==> src/rtl/dwt97_lift_step_if.sv <==
// Pair-stream bus used on both sides of the 9/7 lifting step: handshake, frame/line
// markers and a packed {odd,even} sample pair.
interface dwt97_lift_step_if #(
    parameter int DataWidth = 16
) ();
    logic                     ready;
    logic                     valid;
    logic                     sof;
    logic                     eol;
    logic [2*DataWidth-1:0]   data;

    modport master (output valid, output sof, output eol, output data, input ready);
    modport slave  (input valid, input sof, input eol, input data, output ready);
endinterface

==> src/rtl/dwt97_lift_step.sv <==
// One 9/7 lifting step: odd'[n] = odd[n] + C*(even[n] + even[n+1]), even passes through.
// A hold register pairs each sample with its successor; a 2-stage pipe does multiply and round/saturate.
module dwt97_lift_step #(
    parameter int DataWidth = 16,
    parameter int CoefWidth = 18,
    parameter int FracBits  = 14,
    parameter int Coef      = -25987
) (
    input  logic              clk_i,
    input  logic              rst_i,
    dwt97_lift_step_if.slave  s,
    dwt97_lift_step_if.master m
);

    localparam int SW = DataWidth + 1;
    localparam int PW = DataWidth + CoefWidth + 1;
    localparam logic signed [CoefWidth-1:0] CoefS = CoefWidth'(Coef);
    localparam logic signed [PW:0]          Half  = {{PW{1'b0}}, 1'b1} << (FracBits - 1);

    // Round half up, then drop the fractional bits with an arithmetic shift.
    function automatic logic signed [PW:0] round_shift(input logic signed [PW-1:0] p);
        logic signed [PW:0] t;
        t = $signed({p[PW-1], p}) + Half;
        return t >>> FracBits;
    endfunction

    function automatic logic signed [DataWidth-1:0] sat(input logic signed [PW:0] v);
        if ((&v[PW:DataWidth-1]) || (~|v[PW:DataWidth-1])) begin
            return v[DataWidth-1:0];
        end else if (v[PW]) begin
            return {1'b1, {(DataWidth-1){1'b0}}};
        end else begin
            return {1'b0, {(DataWidth-1){1'b1}}};
        end
    endfunction

    logic                          h_vld_q, h_vld_d;
    logic                          h_sof_q, h_sof_d;
    logic signed [DataWidth-1:0]   h_even_q, h_even_d;
    logic signed [DataWidth-1:0]   h_odd_q, h_odd_d;

    logic                          vld_p1_q, vld_p1_d;
    logic                          sof_p1_q, sof_p1_d;
    logic                          eol_p1_q, eol_p1_d;
    logic signed [DataWidth-1:0]   even_p1_q, even_p1_d;
    logic signed [DataWidth-1:0]   odd_p1_q, odd_p1_d;
    logic signed [PW-1:0]          prod_p1_q, prod_p1_d;

    logic                          vld_p2_q, vld_p2_d;
    logic                          sof_p2_q, sof_p2_d;
    logic                          eol_p2_q, eol_p2_d;
    logic [2*DataWidth-1:0]        data_p2_q, data_p2_d;

    logic                          en, acc, issue;
    logic signed [DataWidth-1:0]   in_even, in_odd;
    logic signed [SW-1:0]          sum;
    logic signed [PW:0]            rnd, odd_ext;
    logic signed [DataWidth-1:0]   odd_new;

    assign en      = ~vld_p2_q | m.ready;
    assign s.ready = en;
    assign acc     = s.valid & en;
    assign issue   = acc & h_vld_q;

    assign in_even = s.data[DataWidth-1:0];
    assign in_odd  = s.data[2*DataWidth-1:DataWidth];
    assign sum     = $signed({in_even[DataWidth-1], in_even}) + $signed({h_even_q[DataWidth-1], h_even_q});

    assign rnd     = round_shift(prod_p1_q);
    assign odd_ext = $signed({{(PW+1-DataWidth){odd_p1_q[DataWidth-1]}}, odd_p1_q});
    assign odd_new = sat(odd_ext + rnd);

    assign m.valid = vld_p2_q;
    assign m.sof   = sof_p2_q;
    assign m.eol   = eol_p2_q;
    assign m.data  = data_p2_q;

    always_comb begin
        h_vld_d   = h_vld_q;
        h_sof_d   = h_sof_q;
        h_even_d  = h_even_q;
        h_odd_d   = h_odd_q;
        vld_p1_d  = vld_p1_q;
        sof_p1_d  = sof_p1_q;
        eol_p1_d  = eol_p1_q;
        even_p1_d = even_p1_q;
        odd_p1_d  = odd_p1_q;
        prod_p1_d = prod_p1_q;
        vld_p2_d  = vld_p2_q;
        sof_p2_d  = sof_p2_q;
        eol_p2_d  = eol_p2_q;
        data_p2_d = data_p2_q;
        if (en) begin
            // stage p1: pair H with the incoming even; a sof while H is full closes the old line
            vld_p1_d  = issue;
            sof_p1_d  = h_sof_q;
            eol_p1_d  = s.eol | s.sof;
            even_p1_d = h_even_q;
            odd_p1_d  = h_odd_q;
            prod_p1_d = $signed({{(PW-SW){sum[SW-1]}}, sum})
                      * $signed({{(PW-CoefWidth){CoefS[CoefWidth-1]}}, CoefS});
            // stage p2: round, add and saturate into the output register
            vld_p2_d  = vld_p1_q;
            sof_p2_d  = sof_p1_q;
            eol_p2_d  = eol_p1_q;
            data_p2_d = {odd_new, even_p1_q};
            if (acc) begin
                h_vld_d  = ~s.eol;
                h_sof_d  = s.sof;
                h_even_d = in_even;
                h_odd_d  = in_odd;
            end
        end
    end

    always_ff @(posedge clk_i) begin
        if (rst_i) begin
            h_vld_q   <= 1'b0;
            vld_p1_q  <= 1'b0;
            vld_p2_q  <= 1'b0;
            sof_p2_q  <= 1'b0;
            eol_p2_q  <= 1'b0;
            data_p2_q <= '0;
        end else begin
            h_vld_q   <= h_vld_d;
            vld_p1_q  <= vld_p1_d;
            vld_p2_q  <= vld_p2_d;
            sof_p2_q  <= sof_p2_d;
            eol_p2_q  <= eol_p2_d;
            data_p2_q <= data_p2_d;
        end
    end

    always_ff @(posedge clk_i) begin
        h_sof_q   <= h_sof_d;
        h_even_q  <= h_even_d;
        h_odd_q   <= h_odd_d;
        sof_p1_q  <= sof_p1_d;
        eol_p1_q  <= eol_p1_d;
        even_p1_q <= even_p1_d;
        odd_p1_q  <= odd_p1_d;
        prod_p1_q <= prod_p1_d;
    end

endmodule

==> src/flat_wrapper.sv <==
// flat-port wrapper written by rule: the top's interface ports become plain ports
module dwt97_lift_step_flat 
#(
    parameter int DataWidth = 16,
    parameter int CoefWidth = 18,
    parameter int FracBits  = 14,
    parameter int Coef      = -25987
)
  (clk_i, rst_i, s_valid, s_sof, s_eol, s_data, s_ready, m_valid, m_sof, m_eol, m_data, m_ready);
  dwt97_lift_step_if #(.DataWidth(DataWidth)) s_i ();
  dwt97_lift_step_if #(.DataWidth(DataWidth)) m_i ();
  input  logic clk_i;
  input  logic rst_i;
  input wire logic [$bits(s_i.valid)-1:0] s_valid;
  input wire logic [$bits(s_i.sof)-1:0] s_sof;
  input wire logic [$bits(s_i.eol)-1:0] s_eol;
  input wire logic [$bits(s_i.data)-1:0] s_data;
  output wire logic [$bits(s_i.ready)-1:0] s_ready;
  output wire logic [$bits(m_i.valid)-1:0] m_valid;
  output wire logic [$bits(m_i.sof)-1:0] m_sof;
  output wire logic [$bits(m_i.eol)-1:0] m_eol;
  output wire logic [$bits(m_i.data)-1:0] m_data;
  input wire logic [$bits(m_i.ready)-1:0] m_ready;
  assign s_i.valid = s_valid;
  assign s_i.sof = s_sof;
  assign s_i.eol = s_eol;
  assign s_i.data = s_data;
  assign s_ready = s_i.ready;
  assign m_valid = m_i.valid;
  assign m_sof = m_i.sof;
  assign m_eol = m_i.eol;
  assign m_data = m_i.data;
  assign m_i.ready = m_ready;
  dwt97_lift_step #(.DataWidth(DataWidth), .CoefWidth(CoefWidth), .FracBits(FracBits), .Coef(Coef)) u_core (.clk_i(clk_i), .rst_i(rst_i), .s(s_i), .m(m_i));
endmodule
==> config.mk <==
export PLATFORM = sky130hd
export DESIGN_NAME = dwt97_lift_step_flat
export DESIGN_NICKNAME = d
export VERILOG_FILES = /design/src/rtl/dwt97_lift_step_if.sv /design/src/rtl/dwt97_lift_step.sv /design/src/flat_wrapper.sv
export SDC_FILE = /design/constraint.sdc
export NUM_CORES = 1
export LEC_CHECK = 0
export CAP_MARGIN = 20
export CORE_AREA = 2 2 150 152
export CTS_BUF_LIST = sky130_fd_sc_hd__clkbuf_16
export DETAILED_ROUTE_END_ITERATION = 7
export DIE_AREA = 0 0 152 154
export PLACE_DENSITY = 0.8
export SETUP_SLACK_MARGIN = 0.4
export SLEW_MARGIN = 20
export SYNTH_ARGS = -nofsm -noshare
export SYNTH_HDL_FRONTEND = slang
export SYNTH_SLANG_ARGS = --single-unit
==> constraint.sdc <==
create_clock -name clk_i -period 24.6 [get_ports clk_i]
set_clock_uncertainty 0.2 [all_clocks]
set_input_delay 3.69 -clock clk_i [delete_from_list [all_inputs] [get_ports clk_i]]
set_output_delay 3.69 -clock clk_i [all_outputs]
set_load 0.01 [all_outputs]
Word level (Yosys, flattened, before mapping) --
Index checks and enable logic that the tools add are counted. W data, S select, Z words.
Storage, ports and cells: output and inout port bits 36, register bits 137
Operators by class: add/subtract/negate cells 3, reduce and logical (&&, ||, !) cells 5, muxes and demuxes 2, bitwise operators 6, multipliers 1
Operators by type and width (count):
- $add A33 B15 Y34 const B | 1
- $mul A17 B16 Y33 const B | 1
- $mux W16 | 2
- $add A16 B22 Y23 | 1
- $reduce_and A21 Y1 | 1
- $reduce_or A21 Y1 | 1
- $add A16 B16 Y17 | 1
- $and A1 B1 Y1 | 2
- $not A1 Y1 | 2
- $or A1 B1 Y1 | 2
- $reduce_and A2 Y1 | 1
- $logic_not A1 Y1 | 1
- $logic_or A1 B1 Y1 | 1

Depth between registers and ports, before layout --
Gate-level depths: netlist of the first run.
depth after elaboration 6, gate-level depth with buffers 32, gate-level depth less buffers 32

Worst setup path before layout of the first run --
No wires, ideal clock.
path kind input to register, start in s_data[0], end reg u_core.prod_p1_q[29], data pin, cell stages on the path 30, library setup time 0.259 ns, setup slack 12.788 ns, data arrival time 11.354 ns, cell sequence ha_1 -> fa_1 -> a21o_1 -> a21oi_1 -> o21a_1 -> nor2_1 -> a41o_1 -> o41a_1 -> a21o_1 -> a21oi_1 -> xnor2_1 -> fa_1 -> inv_1 -> fa_1 -> fa_1 -> inv_1 -> fa_1 -> fa_1 -> inv_1 -> fa_1 -> inv_1 -> ha_1 -> a21o_1 -> o21ai_0 -> a31oi_1 -> a221o_1 -> a221o_1 -> a21o_1 -> a21o_1 -> xor2_1
On the way: cells in the longest elaborated chain, start to end 2
RTL lines:
- start, declared | RTL line flat_wrapper.sv:17 | input wire logic [$bits(s_i.data)-1:0] s_data;
- $add A16 B16 Y17 | RTL line dwt97_lift_step.sv:67 | assign sum = $signed({in_even[DataWidth-1], in_even}) + $signed({h_even_q[DataWidth-1], h_even_q});
- $mul A17 B16 Y33 | RTL line dwt97_lift_step.sv:101 | * $signed({{(PW-CoefWidth){CoefS[CoefWidth-1]}}, CoefS});
- end signal, assigned | RTL line dwt97_lift_step.sv:142 | prod_p1_q <= prod_p1_d;
- end, declared | RTL line dwt97_lift_step.sv:47 | logic signed [PW-1:0] prod_p1_q, prod_p1_d;
Every way passes these cells. A chain may end at the register's enable or synchronous reset.

Final worst setup path of the first run --
Same ends and word-level chain as after synthesis.

==> summary.md, run 1 <==
| Metric | Value |
|---|---|
| CP arrival | `12.41 ns` |
| Synth Register Bits | `124` |
| First-pass GRT wire length | `about 42000 um` |
| Worst-Margin Slew | `0.8536 ns` |
| Die Span Y | `154 um` |
| Async set-reset flop share out of synthesis | `0%` |
| Crit path kind | `in2reg` |
| Residual DRC | `0` |
| Slew margin rel. | `a little over two fifths` |
| Placeable Area | `between 0.02 and 0.025 mm^2` |
| Final setup viols | `0` |
| Synth top area cells | `edfxtp_1 (22%), fa_1 (21%), ha_1 (16%)` |
| Share of layout cells above drive strength 1 | `4.538%` |
| Final Hold Fails | `0` |
| Hold Path Class | `reg2reg` |
| Fin crit share | `about half` |
| Die footprint | `approximately 0.023 mm^2` |
| Post-CTS Setup Inserts | `0` |
| Syn_nets | `between 1000 and 1500` |
| Die Wd | `152 um` |
| Crit path buffers/inverters | `6` |
| Crit. End Element | `flop` |
| Clock latency on the worst-skew pair | `between 0.4 and 0.5 ns` |
| WL per Instance | `between 15 and 20 um` |
| Setup TNS | `0 ns` |
| CTS clk-pin slew, worst paths | `approximately 0.06 ns` |
| Status | `finished clean` |
| Mapped Cells | `around 1200` |
| Antenna Nets Post-Route | `0` |
| Max_cap viols | `0` |
| Syn_area_per_cell | `between 10 and 15 um^2` |
| Vias in the first global route | `8522` |
| Most used cell, CP | `fa_1` |
| Final Core Density | `around 60%` |
| Overall routing resource usage | `~22%` |
| Worst path max stage delay | `roughly 0.54 ns` |
| Port Buffers | `between 70 and 80` |
| Max-slew violations | `0` |
| H-tree depth | `4` |
| Synth top area share | `between 20 and 25%` |
| CTS resizes | `0` |
| EDFF count, synth | `87` |
| Routability cong. | `around 0.96` |
| YS warnings | `0` |
| Pin count of the biggest net entering global routing | `between 60 and 70` |
| Final #Nets | `between 1500 and 2000` |
| Dpl hpwl | `20200 um` |
| Rows | `54` |
| Register area share after synthesis | `between 20 and 30%` |
| GRT Residual Overflow | `0` |
| Minimum clock period | `around 12 ns` |
| Final wirelength | `between 20000 and 25000 um` |
| Unique masters post-synth | `66` |
| Filler cell count | `1726` |
| DR vias/cell | `5.282` |
| RSZ-0062 raised after global routing | `false` |
| Initial core utilization | `a little over half` |
| Area Growth Syn to Fin | `13.67%` |
| Antenna violations before repair | `0` |
| CTS max path bufs | `2` |
| Maximum clock rate | `0.08037 GHz` |
| Startpoint types | `primary input` |
| DRT iter0 DRCs | `roughly 460` |
| Hold buffers post-CTS | `0` |
| Worst EP required | `approximately 25 ns` |
| N_diodes | `0` |
| Clock Sinks | `approximately 120` |
| Post-synthesis cell type with the largest combined area | `edfxtp_1` |
| CTS root buf | `clkbuf_16` |
| Top Ports | `74` |
| Crit-path slowest cell | `fa_1` |
| DRT Pass-1 Iters | `5` |
| Via Count | `approximately 8100` |
| Cts bufs inserted | `17` |
| CP top delay family | `adder cells` |
| CTS tree | `built` |
| Top FF cell, synth | `edfxtp_1` |
| Max FO, Critical Path | `16` |
| Post-Syn Area | `approximately 0.012 mm^2` |
## area by class of cell
cell class	instances	area (um^2)	area share [%]
multi-input cells	770	7410	55.37
flip-flops and latches	124	3353	25.06
inverters	253	950.9	7.105
repair buffers	77	753.2	5.628
clock buffers	17	425.4	3.179
well taps	280	350.3	2.618
clock inverters	15	140.1	1.047
## per-stage QoR
stage               std cells  hold slack (ns)  area, um^2  setup slack (ns)
finish                   1536           0.2211       13380             12.16
CTS                      1535           0.2210       13380             12.17
global placement         1503           0.2019       12820             11.98
global route             1536           0.2214       13380             11.70
detailed placement       1503           0.2054       12820             11.78
floorplan                1164           0.2003       11770             12.79
## placed cells by master (no fill, tap or decap), drive strengths merged, types with 4 or more instances in the layout
master / n
nand2b: 5
nor2b: 7
xnor2: 57
o21a: 10
o31ai: 4
clkbuf: 17
dfxtp: 37
a21o: 34
or2: 6
a211oi: 9
o21ai: 26
clkinv: 7
nand2: 76
xor2: 34
a21oi: 67
o21bai: 4
fa: 121
edfxtp: 87
nor3: 15
buf: 5
and3: 9
ha: 146
nor2: 57
nand3: 19
inv: 259
clkdlybuf4s50: 72
and2: 10
nand4: 4
## cell usage after synthesis (all sizes together), types with 2 or more instances
| master | n |
|---|---|
| o21bai | 4 |
| a31oi | 3 |
| o2bb2ai | 2 |
| xnor2 | 57 |
| fa | 121 |
| a21oi | 67 |
| o211ai | 2 |
| o21a | 10 |
| a21o | 34 |
| a211o | 3 |
| clkbuf | 15 |
| buf | 2 |
| dfxtp | 37 |
| o31ai | 4 |
| or2 | 6 |
| o32ai | 3 |
| nor2b | 7 |
| nor2 | 57 |
| a221oi | 3 |
| o21ai | 26 |
| nand2b | 5 |
| inv | 252 |
| a41oi | 2 |
| nor3 | 15 |
| and2 | 10 |
| and4 | 3 |
| a211oi | 9 |
| o211a | 2 |
| maj3 | 2 |
| xor2 | 34 |
| edfxtp | 87 |
| nand3 | 19 |
| nand2 | 76 |
| nand3b | 2 |
| ha | 146 |
| a221o | 3 |
| and3 | 9 |
| nand4 | 4 |
| a311o | 3 |
| a41o | 3 |
## worst register-to-register path, delay by kind of cell (launching register included)
family,cells,cell delay (ns)
and+or+nand+nor,1,0.06
buffers and inverters,5,0.71
DFF,1,0.40
xor gates and xnor gates,1,0.14
AOI/OAI and AO/OA,14,3.52
adders and majority gates,9,3.85
## cells by family (layout without fill, tap and decap cells)
logic type      count (synthesis)  after routing  synth area share, %
compound gates                194            194                11.25
mux                             1              1               0.1275
xor+xnor                       91             91                6.897
buf+inv                       270            362                8.608
flops                         124            124                28.48
simple gates                  215            215                8.374
fa+ha+maj                     269            269                36.26
## sequential cells by signal, indices dropped and copies added, names as in the netlist, 16 cells and up
| register | flops |
|---|---|
| u_core.even_p1_q | 16 |
| u_core.h_odd_q | 16 |
| u_core.prod_p1_q | 20 |
| u_core.odd_p1_q | 16 |
| u_core.m.data | 32 |
| u_core.h_even_q | 16 |
## layer usage
layer / track usage, % / up-vias / routed length [um] / part of all wire [%]
met5: 0 / - / 0 / 0
met4: 5.919 / 0 / 431 / 1.7
li1: - / 3979 / - / -
met1: 27.29 / 3942 / 10690 / 43
met3: 3.298 / 35 / 850 / 3.4
met2: 40.22 / 157 / 12850 / 52
## path summary, 6_finish.rpt
path,start,endpoint,slack (ns),depth (start not counted)
worst min-delay path,u_core.h_odd_q[14],u_core.odd_p1_q[14],0.22,0
worst max-delay path,s_data[0],u_core.prod_p1_q[29],12.16,31
worst max register to register,u_core.h_even_q[0],u_core.prod_p1_q[29],15.47,30
worst min register to register,u_core.h_odd_q[14],u_core.odd_p1_q[14],0.22,0
Power of run 1 is left out: the tool's default activity adds up to more than one toggle a clock period on the data nets, which glitch-free logic cannot reach.
==> run 2: changes to the inputs <==
Settings changed: PLACE_DENSITY 0.8 to 0.83.
Clock period 24.6 ns to 10.9 ns, I/O delays scaled along.
==> run 2 against run 1 <==
Routed wire length up 0.42%; design area up 0.11%; first-iteration DRC count up 15%; core utilization grew 0.069 points; clock-buffer cell count did not move; final cell count is 0.20% higher; global-route usage about the same; sequential share of layout area barely moved; largest cell class unchanged.
==> summary.md, run 2 (synthesized netlist as in run 1, its figures left out) <==
| Metric | Value |
|---|---|
| Status | `finished clean` |
| First-pass GRT wire length | `41470 um` |
| Post-route cell area | `between 0.01 and 0.015 mm^2` |
| Cts bufs inserted | `17` |
| Overall routing resource usage | `between 20% and 30%` |
| Max-slew violations | `0` |
| Most common cell after layout, fill and taps aside | `inv_1` |
| Die footprint | `about 0.023 mm^2` |
| Routing usage on met1 | `between 20% and 30%` |
| CTS max path bufs | `2` |
| Hold Path Class | `reg2reg` |
| Final wirelength | `around 25000 um` |
| CP arrival | `between 10 and 15 ns` |
| Routability cong. | `around 1` |
| RSZ-0062 raised after global routing | `false` |
| Max reg flops | `32` |
| Clock Sinks | `124` |
| Fin crit share | `92.39%` |
| CTS clk-pin slew, worst paths | `approximately 0.06 ns` |
| Crit. End Element | `flop` |
| Clock latency on the worst-skew pair | `0.42 ns` |
| CTS tree | `built` |
| Met3 Use GR | `roughly 3.4%` |
| Most used cell, CP | `fa_1` |
| Vias in the first global route | `between 8000 and 9000` |
| Die Span Y | `between 150 and 200 um` |
| Hold wc startpoint | `u_core.h_odd_q[13]` |
| Pin count of the biggest net entering global routing | `64` |
| Placeable Area | `between 0.02 and 0.025 mm^2` |
| Max FO, Critical Path | `5` |
| Rows | `54` |
| Worst R2R Setup Slack | `2.08 ns` |
| CP Launch Point | `s_data[0]` |
| Final setup viols | `0` |
| Via Count | `8191` |
| DRT iter0 DRCs | `532` |
| Worst-Margin Slew | `1.036 ns` |
| H-tree depth | `4` |
| Die Wd | `between 150 and 200 um` |
| R2r worst-path depth | `30` |
| Fin Hold WS | `0.2210 ns` |
| Initial core utilization | `about 54%` |
| Antenna violations before repair | `0` |
| Crit path kind | `in2reg` |
| Minimum clock period | `around 10 ns` |
| Final Hold Fails | `0` |
| Final #Nets | `1551` |
| WL per Instance | `around 16 um` |
| Post-CTS Setup Inserts | `0` |
| Placed inst area | `about 0.013 mm^2` |
| N_diodes | `0` |
| CTS root buf | `clkbuf_16` |
| Setup TNS | `0 ns` |
| Launching point of the worst reg2reg path | `u_core.h_even_q[0]` |
| Share of layout cells above drive strength 1 | `5.004%` |
| DRT Pass-1 Iters | `5` |
| Top Ports | `74` |
| Most used cells in the layout excluding fill and tap cells | `inv_1 (252), ha_1 (146), fa_1 (121)` |
| GRT Residual Overflow | `0` |
| Max_cap viols | `0` |
| Residual DRC | `0` |
| Maximum clock rate | `~0.099 GHz` |
| FF-to-FF End | `u_core.prod_p1_q[29]` |
| Worst EP required | `between 10 and 15 ns` |
| Area Growth Syn to Fin | `13.79%` |
| Antenna Nets Post-Route | `0` |
| Slew margin rel. | `between 30 and 40%` |
| DR vias/cell | `5.322` |
| Crit path to | `u_core.prod_p1_q[29]` |
| GR Util met2 | `40.15%` |
| Grt peak-use layer | `met2` |
| Worst path max stage delay | `0.57 ns` |
| Startpoint types | `primary input` |
| Crit-path slowest cell | `fa_1` |
| Port Buffers | `73` |
| Dpl hpwl | `between 20000 and 25000 um` |
## run 2: through the flow
step           utilization (%)  std cells  worst slack (ns)
2_1_floorplan                -       1164             1.143
3_3_place_gp             59.24       1507            0.3982
3_5_place_dp             59.24       1507            0.1705
4_1_cts                  61.73       1539            0.5853
5_1_grt                  61.77       1539            0.4347
6_report                 61.77       1539            0.8297
## run 2: per-layer routing
| layer | vias up | part of all wire [%] |
|---|---|---|
| met2 | 201 | 52 |
| met4 | 0 | 2.2 |
| met3 | 49 | 4.0 |
| li1 | 4000 | - |
| met5 | - | 0 |
| met1 | 3941 | 42 |
## run 2: cell type report
type | count | area [um^2]
Fill cell | 1699 | 8290
Multi-Input combinational cell | 770 | 7425
Sequential cell | 124 | 3353
Timing Repair Buffer | 80 | 778.2
Clock buffer | 17 | 425.4
Clock inverter | 15 | 115.1
Inverter | 253 | 950.9
Tap cell | 280 | 350.3
## run 2: worst min-delay path by stage
stage / to / depth (start not counted)
floorplan: u_core.odd_p1_q[0] / 0
global placement: u_core.sof_p1_q / 0
detailed placement: u_core.odd_p1_q[13] / 0
CTS: u_core.odd_p1_q[13] / 0
global route: u_core.odd_p1_q[14] / 0
finish: u_core.odd_p1_q[13] / 0
## run 2: worst max-delay path, delay by kind of cell
kind | cells | cell delay [ns]
AO/OA/AOI/OAI | 14 | 3.31
AND/OR/NAND/NOR | 1 | 0.06
XOR/XNOR | 2 | 0.31
adder cells (fa/ha/maj) | 9 | 4.09
buffers and inverters | 5 | 0.63
## run 2: repair_timing
item	4_1_cts	5_1_grt
setup endpoints to repair	0	4
hold buffers	0	0
endpoints found under the hold margin	0	0
gates resized for setup	0	4
Power of run 2 is left out for the same reason.
